## src/rtl/span_cme_host_loader.sv

```systemverilog
// span_cme_host_loader: bus master for the SPAN CME margin register slave.
// Each run clears the slave's compute-start strobes, streams the parameter map
// from a synchronous-read parameter RAM into the slave, waits a settle interval,
// then reads back the initial margin and reports it with a one-cycle done pulse.
//
// Ports
//   clk, reset          : clock, synchronous active-high reset
//   start               : run request, honoured only while idle
//   src_addr/src_rd     : parameter RAM read port (address, read enable)
//   src_data            : parameter RAM data, valid the cycle after src_rd
//   chipselect/write/read/offset/writeData : slave bus (registered strobes)
//   readData            : slave read data, valid the cycle after read
//   busy                : run in progress (CLEAR through CAPTURE)
//   done                : one-cycle pulse, margin has just been updated
//   margin              : last captured initial margin
`timescale 1ns/1ps
module span_cme_host_loader #(
   parameter int unsigned NUM_REGS      = 34,
   parameter int unsigned CLEAR_OFFSET  = 63,
   parameter int unsigned SETTLE_CYCLES = 16
) (
   input  logic        clk,
   input  logic        reset,
   input  logic        start,
   output logic [5:0]  src_addr,
   output logic        src_rd,
   input  logic [15:0] src_data,
   output logic        chipselect,
   output logic        write,
   output logic        read,
   output logic [5:0]  offset,
   output logic [15:0] writeData,
   input  logic [15:0] readData,
   output logic        busy,
   output logic        done,
   output logic [15:0] margin
);

   localparam int unsigned ADDR_W = 6;
   localparam int unsigned DATA_W = 16;
   localparam int unsigned CNT_W  = (SETTLE_CYCLES > 1) ? $clog2(SETTLE_CYCLES + 1) : 1;
   localparam logic [ADDR_W-1:0] LAST_K = ADDR_W'(NUM_REGS - 1);

   typedef enum logic [2:0] {
      ST_IDLE    = 3'd0,
      ST_CLEAR   = 3'd1,
      ST_WRITE   = 3'd2,
      ST_SETTLE  = 3'd3,
      ST_READ    = 3'd4,
      ST_CAPTURE = 3'd5
   } state_t;

   state_t              state_q;
   logic [ADDR_W-1:0]   k_q;
   logic [CNT_W-1:0]    cnt_q;
   logic                cs_q;
   logic                wr_q;
   logic                rd_q;
   logic [ADDR_W-1:0]   off_q;
   logic                src_rd_q;
   logic [ADDR_W-1:0]   src_addr_q;
   logic                wdata_sel_q;
   logic                busy_q;
   logic                done_q;
   logic [DATA_W-1:0]   margin_q;

   // Sequencer: every register below holds the value for the *next* cycle, so
   // each branch sets up the bus for the state it is entering.
   always_ff @(posedge clk) begin
      if (reset) begin
         state_q     <= ST_IDLE;
         k_q         <= '0;
         cnt_q       <= '0;
         cs_q        <= 1'b0;
         wr_q        <= 1'b0;
         rd_q        <= 1'b0;
         off_q       <= '0;
         src_rd_q    <= 1'b0;
         src_addr_q  <= '0;
         wdata_sel_q <= 1'b0;
         busy_q      <= 1'b0;
         done_q      <= 1'b0;
         margin_q    <= '0;
      end else begin
         cs_q        <= 1'b0;
         wr_q        <= 1'b0;
         rd_q        <= 1'b0;
         off_q       <= '0;
         src_rd_q    <= 1'b0;
         src_addr_q  <= '0;
         wdata_sel_q <= 1'b0;
         done_q      <= 1'b0;

         case (state_q)
            ST_IDLE: begin
               if (start) begin
                  // Enter CLEAR: write 0 to the unmapped offset and fetch word 0.
                  state_q    <= ST_CLEAR;
                  busy_q     <= 1'b1;
                  cs_q       <= 1'b1;
                  wr_q       <= 1'b1;
                  off_q      <= ADDR_W'(CLEAR_OFFSET);
                  src_rd_q   <= 1'b1;
                  src_addr_q <= '0;
               end
            end

            ST_CLEAR: begin
               // Enter WRITE k=0; word 0 arrives from the RAM this coming cycle.
               state_q     <= ST_WRITE;
               k_q         <= '0;
               cs_q        <= 1'b1;
               wr_q        <= 1'b1;
               off_q       <= '0;
               wdata_sel_q <= 1'b1;
               src_rd_q    <= (NUM_REGS > 1);
               src_addr_q  <= ADDR_W'(1);
            end

            ST_WRITE: begin
               if (k_q == LAST_K) begin
                  if (SETTLE_CYCLES == 0) begin
                     state_q <= ST_READ;
                     cs_q    <= 1'b1;
                     rd_q    <= 1'b1;
                     off_q   <= '0;
                  end else begin
                     state_q <= ST_SETTLE;
                     cnt_q   <= CNT_W'(SETTLE_CYCLES);
                  end
               end else begin
                  // Next write k+1; prefetch k+2 only while it is still mapped.
                  k_q         <= k_q + ADDR_W'(1);
                  cs_q        <= 1'b1;
                  wr_q        <= 1'b1;
                  off_q       <= k_q + ADDR_W'(1);
                  wdata_sel_q <= 1'b1;
                  src_rd_q    <= ((32'(k_q) + 32'd2) < NUM_REGS);
                  src_addr_q  <= k_q + ADDR_W'(2);
               end
            end

            ST_SETTLE: begin
               // Counter starts at SETTLE_CYCLES, so leaving at 1 gives exactly that many idle cycles.
               if (cnt_q == CNT_W'(1)) begin
                  state_q <= ST_READ;
                  cs_q    <= 1'b1;
                  rd_q    <= 1'b1;
                  off_q   <= '0;
               end else begin
                  cnt_q <= cnt_q - CNT_W'(1);
               end
            end

            ST_READ: begin
               // Slave registers readData; it is valid during CAPTURE.
               state_q <= ST_CAPTURE;
            end

            ST_CAPTURE: begin
               state_q  <= ST_IDLE;
               margin_q <= readData;
               done_q   <= 1'b1;
               busy_q   <= 1'b0;
            end

            default: begin
               state_q <= ST_IDLE;
               busy_q  <= 1'b0;
            end
         endcase
      end
   end

   assign src_addr   = src_addr_q;
   assign src_rd     = src_rd_q;
   assign chipselect = cs_q;
   assign write      = wr_q;
   assign read       = rd_q;
   assign offset     = off_q;
   assign busy       = busy_q;
   assign done       = done_q;
   assign margin     = margin_q;

   // The RAM delivers the word one cycle after its read, exactly when the
   // matching write is on the bus, so the data path is steered by a registered
   // select instead of being re-registered (which would add a cycle).
   assign writeData  = wdata_sel_q ? src_data : '0;

endmodule

```

## config.mk

```make
export PLATFORM = sky130hd
export DESIGN_NAME = span_cme_host_loader
export DESIGN_NICKNAME = d
export VERILOG_FILES = /design/src/rtl/span_cme_host_loader.sv
export SDC_FILE = /design/constraint.sdc
export NUM_CORES = 1
export LEC_CHECK = 0
export BUFFER_PORTS_ARGS = -buffer_cell sky130_fd_sc_hd__buf_4
export CAP_MARGIN = 10
export CORE_ASPECT_RATIO = 0.6
export CORE_MARGIN = 1
export CORE_UTILIZATION = 48
export DETAILED_ROUTE_END_ITERATION = 6
export PLACE_DENSITY = 0.87
export SYNTH_ARGS = -nofsm -noshare
export SYNTH_HDL_FRONTEND = slang
export SYNTH_SLANG_ARGS = --single-unit
```

## constraint.sdc

```tcl
create_clock -name clk -period 2.6 [get_ports clk]
set_clock_uncertainty 0.05 [all_clocks]
set_input_delay 0.78 -clock clk [delete_from_list [all_inputs] [get_ports clk]]
set_output_delay 0.78 -clock clk [all_outputs]
set_load 0.03 [all_outputs]
```

# After elaboration in Yosys (flattened, before gate mapping)
# Cells that the tools add are included.
word_totals:
  reg_bits: 49
  input_bits: 35
  out_inout_bits: 50
classes:
  n_addsub: 4
  n_lt_le_gt_ge: 1
  eq_ne: 12
  n_mux: 26
  bitwise_logic: 2
  reduce_logical: 9
ops:
  columns: ["operator", "count"]
  rows:
  - ["case mux 6 bit (2 select lines)", 3]
  - ["two-way mux 6 bit", 4]
  - ["two-way mux 16 bit", 1]
  - ["case mux 3 bit (5 select lines)", 1]
  - ["two-way mux 5 bit", 2]
  - ["!= test 2 bit, second input constant", 5]
  - ["case mux 5 bit (2 select lines)", 1]
  - ["two-way mux 3 bit", 3]
  - ["adder 6 x 2 -> 7 bit, second input constant", 1]
  - ["less-than comparator 7 x 6 -> 1 bit, second input constant", 1]
  - ["adder 6 x 1 -> 6 bit, second input constant", 1]
  - ["adder 6 x 2 -> 6 bit, second input constant", 1]
  - ["equality test 3 x 2 -> 1 bit, second input constant", 2]
  - ["equality test 3 bit, second input constant", 2]
  - ["equality test 6 bit, second input constant", 1]
  - ["two-way mux 1 bit", 6]
  - ["case mux 1 bit (3 select lines)", 2]
  - ["AND reduction 3 bit", 2]
  - ["equality test 5 x 1 -> 1 bit, second input constant", 1]
  - ["subtractor 5 x 1 -> 5 bit, second input constant", 1]
  - ["case mux 1 bit (2 select lines)", 2]
  - ["case mux 1 bit (4 select lines)", 1]
  - ["AND reduction 2 bit", 2]
  - ["nonzero test 2 bit", 2]
  - ["5 further kinds", 6]

# Depth between registers and ports, before layout
# Gate-level depths: netlist of run 1.
depth:
  word_depth: 4
  mapped_depth: 7
  ltp_nobuf: 6

# Least setup slack after synthesis of run 1
# OpenSTA, ideal clock, no wires.
synth_timing:
  path_kind: "input to output"
  from: "input port src_data[0]"
  to: "output port writeData[0]"
  arrival_time_ns: 1.061
  setup_slack_ns: 0.709
  path_stages: 1
  n_path_buf: 0
  path_cell_list: "and2_1"
synth_between:
  elab_chain_cells: 1
synth_rtl:
  columns: ["element", "line_no", "rtl"]
  rows:
  - ["from (decl)", "27", "input logic [15:0] src_data,"]
  - ["two-way mux 16 bit", "188", "assign writeData = wdata_sel_q ? src_data : '0;"]
  - ["to (decl)", "32", "output logic [15:0] writeData,"]
# Every way passes these cells.

# Final worst setup path of run 1
layout_timing:
  from: "register wdata_sel_q"
  to: "output port writeData[3]"
layout_between:
  elab_chain_cells: 1
layout_rtl:
  columns: ["element", "line_no", "rtl"]
  rows:
  - ["from (decl)", "62", "logic wdata_sel_q;"]
  - ["from (signal assigned)", "80", "wdata_sel_q <= 1'b0;"]
  - ["from (signal assigned)", "91", "wdata_sel_q <= 1'b0;"]
  - ["from (signal assigned)", "115", "wdata_sel_q <= 1'b1;"]
  - ["two-way mux 16 bit", "188", null]
# Every way passes these cells.

==> out/summary.md, run 1 <==
The tools report the final design utilization as 0.688. STA classifies the critical path endpoint as an output port. In this run the deepest clock path goes through 2 buffers. The starting DRC count in detailed routing came out at 187. For the number of library cell types mapped by synthesis, the log shows 41. The tools report the number of standard cells in the layout, taps in and fillers out as 392.

The root buffer cell is sky130_fd_sc_hd__clkbuf_8. After the last flow step, the layout net total stands at 371. Summed over all failing endpoints, the final setup total negative slack is 0 ps. By count the netlist is led by sky130_fd_sc_hd__dfxtp_1, sky130_fd_sc_hd__nand2_1, sky130_fd_sc_hd__a21oi_1.

The worst setup path is launched from a register. In this run the count of I/O pins placed on the die edge is 85. The congestion estimate from routability-driven global placement came to 0.879.

Summing over every cut layer, the via total after detailed routing is 2022. The measured slew at the worst slew-check pin was 582 ps; the cell area after layout was 2870 um2. Yosys attributes the largest share of cell area to sky130_fd_sc_hd__dfxtp_1, sky130_fd_sc_hd__a21oi_1, sky130_fd_sc_hd__nand2_1, sky130_fd_sc_hd__and2_1, sky130_fd_sc_hd__ha_1. The run gives 0 as the max-capacitance violation count. Fraction of final layout cells with drive strength greater than 1: 0.307. The vertical extent of the die works out to 53.3 um. In this run the worst path has a maximum fanout of 16. In the synthesized netlist, the number of instances is 252. In the final routed layout, each cell accounts on average for 13.1 um.

Counting I/O delays and the setup requirement, the final critical path takes 2050 ps. For the final number of hold-violating endpoints, the log shows 0. Once placement finished, the instance area stood at 2780 um2.

Yosys printed 0 warnings. Setup repair after global routing left no endpoint under its margin. A synthesized cell averages 8.35 um2.

The number of setup violations in the final report is 0. Once the clock tree was built, the setup fixing pass inserted 0 buffers. The class of the worst hold path was reg2reg. The delay of the slowest cell on the worst path works out to 560 ps. For the number of iterations in the first detailed-routing pass, the log shows 4.

Number of buffers added by the clock tree synthesis step: 5. The starting density of the core was 0.505; the post-synth net total was 292. The data required time at the worst endpoint was 1770 ps; the share of synthesized registers carrying an async set or reset was 0. Clock tree synthesis found a total of 49 sinks. Among all flip-flop cells after synthesis, the most frequent one is sky130_fd_sc_hd__dfxtp_1.

The flow ran to the end, and the final reports show no timing, DRC or antenna violations. The worst-case IR drop observed on VDD is 0.533 mV. The run gives 0 as the count of pins over their slew limit. The area of the die was 4660 um2. The critical path goes through and2_1 -> buf_4.

The post-route clock period utilization is 0.788. Among all stages on the critical path, the largest delay is contributed by sky130_fd_sc_hd__dfxtp_1. The number of flops mapped to enable cells by yosys is 0. The setup path with the least slack is of type reg2out. TritonCTS built the clock tree. The die span in x was 87.5 um; the post-synthesis to final-layout area growth was 36.1%. The sequential share of the synthesized area was 0.466; the number of fillers in the final layout was 338. Buffers placed on the I/O ports in this run total 84.

Synthesis inferred 49 register bits. The H-tree depth came out at 2. For the number of global-route vias before repair, the log shows 1609.

Power density normalized to cell area: 550 nW/um2. The most frequent cell after synthesis is sky130_fd_sc_hd__dfxtp_1. After synthesis the cells add up to 2100 um2. The run gives 0.228 as the overall fraction of global-route tracks in use.

The clock latency on the worst-skew pair was 300 ps. The initial antenna violation count was 0; the reported leakage power was 1.20 nW. The total of cells resized after clock tree synthesis was 0; the vias per cell was 5.16. For the number of buffers added to fix hold violations after cts, the log shows 0. Detailed placement finished with a half-perimeter wire length of 3770 um.

For this run, design rule violations remaining after detail routing come to 0. Summed over all instances, the cell type with the most area after synthesis is sky130_fd_sc_hd__dfxtp_1. Summed over all layers, the global routing overflow is 0. In this run, placement finished with an instance count of 384. The number of standard-cell rows in the floorplan came out at 18. The number of antenna diodes in the final layout is 0. Share of the synthesized area in the top cell type: 0.466. The core region area came out at 4170 um2. Once detail routing completed, the nets flagged for antenna violations numbered 0. The first global-routing pass estimated 7890 um of wire. The logs give 488 MHz for the maximum clock frequency and 0.612 for the worst-case headroom to the max-slew limit.

STA puts the critical path data arrival time at 1220 ps. The tools report the final wirelength as 5150 um. Entering global routing, the biggest net connects 37 pins. The register clock-pin slew on the reported worst setup and hold paths works out to 90 ps.
## cell families after synthesis
| logic type | Yosys count | share of synthesized area |
|---|---|---|
| AOI/OAI and AO/OA | 56 | 0.153 |
| xor gates and xnor gates | 6 | 0.0250 |
| muxes | 1 | 0.00476 |
| adders and majority gates | 5 | 0.0297 |
| and+or+nand+nor | 113 | 0.279 |
| buffers and inverters | 22 | 0.0416 |
| DFF | 49 | 0.466 |
## path summary, 6_finish.rpt
path | end | start | cells after the start | slack (ps)
worst max register to register | cnt_q[3] | k_q[1] | 6 | 560
worst min-delay path | margin[11] | margin[11] | 2 | 410
worst max-delay path | writeData[3] | wdata_sel_q | 2 | 550
worst min register to register | margin[11] | margin[11] | 2 | 410
## critical path: cells and delay by family (launching register included)
family,cells,cell delay [ps]
flops,1,560
simple gates,1,200
buf+inv,1,150
## sequential cells by signal (all words and copies together) (netlist names)
name,count
wdata_sel_q,1
done,1
margin,16
k_q,6
busy,1
chipselect,1
read,1
src_addr,6
cnt_q,5
state_q,3
offset,6
write,1
src_rd,1
## cells in the final DEF (no fill, tap or decap), types with 2 or more instances in the layout
cell type and count:
sky130_fd_sc_hd__xnor2_1 4, sky130_fd_sc_hd__nand3_1 4, sky130_fd_sc_hd__a21oi_1 37, sky130_fd_sc_hd__nor2_1 8, sky130_fd_sc_hd__ha_1 5, sky130_fd_sc_hd__or3b_4 2
sky130_fd_sc_hd__xor2_1 2, sky130_fd_sc_hd__nand2_1 46, sky130_fd_sc_hd__clkbuf_8 5, sky130_fd_sc_hd__nor2b_1 2, sky130_fd_sc_hd__nor4_1 3, sky130_fd_sc_hd__nand2b_1 5
sky130_fd_sc_hd__o21ai_0 7, sky130_fd_sc_hd__nor3_1 6, sky130_fd_sc_hd__dfxtp_1 49, sky130_fd_sc_hd__or3_1 5, sky130_fd_sc_hd__inv_1 6, sky130_fd_sc_hd__a31oi_1 3
sky130_fd_sc_hd__nand3b_1 3, sky130_fd_sc_hd__and2_1 18, sky130_fd_sc_hd__or2_2 2, sky130_fd_sc_hd__buf_4 88, sky130_fd_sc_hd__nor3b_1 3
## final cells by class
type | count | area, um2 | area share
Sequential cell | 49 | 981 | 0.342
Multi-Input combinational cell | 181 | 1040 | 0.362
Tap cell | 60 | 75.1 | 0.0262
Clock inverter | 3 | 21.3 | 0.00742
Inverter | 6 | 22.5 | 0.00786
Timing Repair Buffer | 88 | 661 | 0.231
Clock buffer | 5 | 68.8 | 0.0240
## layer usage
layer / GRT usage / routed length (um) / up-vias
met5: 0 / 0 / -
met4: 0.0847 / 87 / 0
met3: 0.0718 / 513 / 9
met2: 0.315 / 2060 / 103
met1: 0.325 / 2480 / 899
li1: - / - / 1011
## power by group
part	switching [mW]	internal, mW
sequential	0.0311	0.784
clock	0.255	0.191
combinational	0.183	0.132
total	0.468	1.11
## through the flow
step	hold WS (ps)	power, mW	setup slack [ps]
after CTS	411	1.58	545
after floorplan	391	1.01	709
after global routing	436	1.65	448
final	409	1.57	551
after detailed placement	398	1.14	572
after global placement	393	1.14	580
Power figures use the tool's default switching activity.
==> run 2, diff against run 1 <==
clock period = 2 ns   (was 2.6 ns; I/O delays follow)
==> out/summary.md, run 2 (same netlist as run 1, synthesis figures left out) <==
Cell area after layout: 2970 um2 (+3.6%). For the proportion of power drawn by flip-flops and latches, the log shows 0.471 (-0.046). The average wire length per cell after detail routing was 13.8 um (+5.1%); the initial antenna violation count was 0 (unchanged).

The final number of hold-violating endpoints is 0 (unchanged). The routability-driven placement congestion ratio was 0.943 (+7.2%). The flip-flop count of the largest register, all copies and words added was 16 (unchanged). The number of buffers inserted to repair setup after CTS is 0 (unchanged). The wire length on met3 was 500 um (-2.5%); the proportion of power drawn by the clock network was 0.328 (+0.045). The total of cells resized after clock tree synthesis came out at 0 (unchanged).

The number of setup violations in the final report was 0 (unchanged); the final-layout worst hold slack was 407 ps (-1.41 ps). The critical path starts at k_q[1]. The maximum fanout along the worst path works out to 7 (-9). The worst path needs 1900 ps of the cycle, external delays included. The tools report the residual DRC count as 0 (unchanged). The net switching power was 0.601 mW (+28%); the slack of the worst reg-to-reg path was 100 ps (-460 ps). The vias per cell works out to 5.14 (-0.26%). The clock latency on the worst-skew pair was 300 ps (about the same); the maximum number of pins on one net before global-route repair was 29 (-22%). The fraction of final layout cells with drive strength greater than 1 is 0.328 (+0.0212).

The H-tree depth is 2 (unchanged). The root buffer cell was sky130_fd_sc_hd__clkbuf_8. For the number of global-route vias before repair, the log shows 1757 (+9.2%). The logs give 2610 um (+5.0%) for the met1 wire length and 981 um2 (unchanged) for the area of all sequential standard cells. The worst ir drop on vdd is 0.496 mV (-6.9%). The destination of the critical timing path is cnt_q[3]. The startpoint-to-endpoint class of the critical path is reg2reg.

The run gives 4050 um (+7.5%) as the half-perimeter wire length of the detailed placement result. The power density normalized to cell area is 747 nW/um2 (+36%), and the count of pins over their slew limit is 0 (unchanged). The run finished with clean final reports. For the number of buffers added to fix hold violations after cts, the log shows 0 (unchanged). The switching portion of total power is 0.271 (-0.0263), and the starting density of the core is 0.505 (unchanged). For the total negative slack, the log shows 0 ps (unchanged). For the antenna violation net count after detailed routing, the log shows 0 (unchanged). The wire length of the first global-routing pass is 8500 um (+7.8%), and the final wirelength is 5530 um (+7.5%). The max-capacitance violation count came out at 0 (unchanged). The number of fillers in the final layout was 309 (-8.6%).

Overall fraction of global-route tracks in use: 0.245 (+0.0168). The final antenna diode count was 0 (unchanged). Kind of start point of the critical path: a register. Based on the critical path, the design can be clocked at up to 526 MHz. The total number of vias is 2063 (+2.0%). Clock sink count: 49 (unchanged). The post-route clock period utilization was 0.951. In this run the worst hold path is classified as reg2reg.

TritonCTS built the clock tree. The detailed router used layers up to and including met4. The reported leakage power is 1.27 nW (+5.1%).

The data arrival time of the critical path was 2080 ps (+860 ps); the post-synthesis to final-layout area growth was 41.0%. The die span in x came out at 87.5 um (unchanged). The tools report the combinational fraction of design power as 0.201 (about the same).

Measured slew at the worst slew-check pin: 511 ps (-70.4 ps). The vertical extent of the die is 53.3 um (unchanged). The startpoint of the most critical register-to-register path is k_q[1]. The run gives 18 (unchanged) as the number of standard-cell rows in the floorplan. For the maximum buffer depth of the clock tree, the log shows 2 (unchanged). In the layout the commonest cells are sky130_fd_sc_hd__buf_4, sky130_fd_sc_hd__dfxtp_1, sky130_fd_sc_hd__nand2_1. The run gives 0.656 (+0.0434) as the worst-case headroom to the max-slew limit.

The internal cell power was 1.62 mW (+46%). The area taken by multi-input logic gates was 1040 um2 (+0.48%). Number of iterations in the first detailed-routing pass: 5 (+1).

The tools report the critical path capture point type as a register. The register clock-pin slew on the reported worst setup and hold paths works out to 90 ps (about the same). The starting DRC count in detailed routing came out at 189 (+1.1%). The number of instances on the worst hold path came out at 2 (unchanged).

Setup repair after global routing left no endpoint under its margin. The core region area was 4170 um2 (unchanged). The cell area after placement is 2840 um2 (+2.4%), and the data required time at the worst endpoint is 2180 ps (+410 ps). The quantity of I/O buffers inserted on ports came out at 84 (unchanged). The number of buffers added by the clock tree synthesis step was 5 (unchanged). Length in cells of the worst reg-to-reg path: 6 (unchanged).

The number of nets in the layout came out at 380 (+2.4%). The library cell used most frequently in the layout, excluding fill and tap cells, is sky130_fd_sc_hd__buf_4. The total global routing overflow came out at 0 (unchanged). The number of I/O pins is 85 (unchanged). The routed length on met2 was 2350 um (+14%). End of the worst register-to-register path: cnt_q[3]. The run gives 4660 um2 (unchanged) as the area of the die.
## run 2: changes by cell type in the layout (fill, tap and decap cells not counted)
cell                        previous run  this run
sky130_fd_sc_hd__ha_1                  5         4
sky130_fd_sc_hd__inv_6                 1         0
sky130_fd_sc_hd__bufinv_16             0         1
sky130_fd_sc_hd__clkinv_2              1         0
sky130_fd_sc_hd__clkbuf_8              5         6
sky130_fd_sc_hd__or2b_2                1         0
sky130_fd_sc_hd__buf_4                88        97
sky130_fd_sc_hd__ha_2                  0         1
sky130_fd_sc_hd__or2b_4                0         1
## run 2: layout make-up
| type | instances | area share |
|---|---|---|
| Clock buffer | 6 | 0.0278 |
| Clock inverter | 2 | 0.0126 |
| Inverter | 6 | 0.00759 |
| Multi-Input combinational cell | 181 | 0.351 |
| Sequential cell | 49 | 0.331 |
| Tap cell | 60 | 0.0253 |
| Timing Repair Buffer | 97 | 0.245 |
## run 2: metal layers
| metal | vias up | GRT usage |
|---|---|---|
| met5 | - | 0 |
| met1 | 935 | 0.344 |
| met4 | 0 | 0.0656 |
| li1 | 1028 | - |
| met2 | 91 | 0.365 |
| met3 | 9 | 0.0686 |
## run 2: worst max-delay path, cell delays in order (launching register included)
cell and delay (ps):
sky130_fd_sc_hd__dfxtp_1 320, sky130_fd_sc_hd__inv_1 80, sky130_fd_sc_hd__ha_2 190, sky130_fd_sc_hd__or2b_4 280, sky130_fd_sc_hd__o32a_4 410, sky130_fd_sc_hd__or3_1 360
sky130_fd_sc_hd__a21oi_1 140
## run 2: worst min-delay path by stage
stage | start | endpoint | slack [ps]
after global routing | margin[9] | margin[9] | 430
after CTS | margin[10] | margin[10] | 410
after detailed placement | margin[10] | margin[10] | 400
final | margin[10] | margin[10] | 410
after global placement | margin[13] | margin[13] | 390
after floorplan | cnt_q[1] | cnt_q[1] | 390
## run 2: stage by stage
step,cells,utilization,power [mW],setup slack [ps]
after floorplan,252,-,1.31,138
after global placement,393,0.682,1.49,170
after detailed placement,393,0.682,1.50,81.9
after CTS,401,0.711,2.22,51.5
after global routing,401,0.712,2.31,14.6
final,401,0.712,2.22,98.5
## run 2: power by group through the flow
stage / registers, mW / logic, mW / clock network, mW
after floorplan: 1.12 / 0.193 / 0
after global placement: 1.06 / 0.428 / 0
after detailed placement: 1.07 / 0.433 / 0
after CTS: 1.05 / 0.438 / 0.736
after global routing: 1.05 / 0.479 / 0.782
final: 1.05 / 0.445 / 0.727
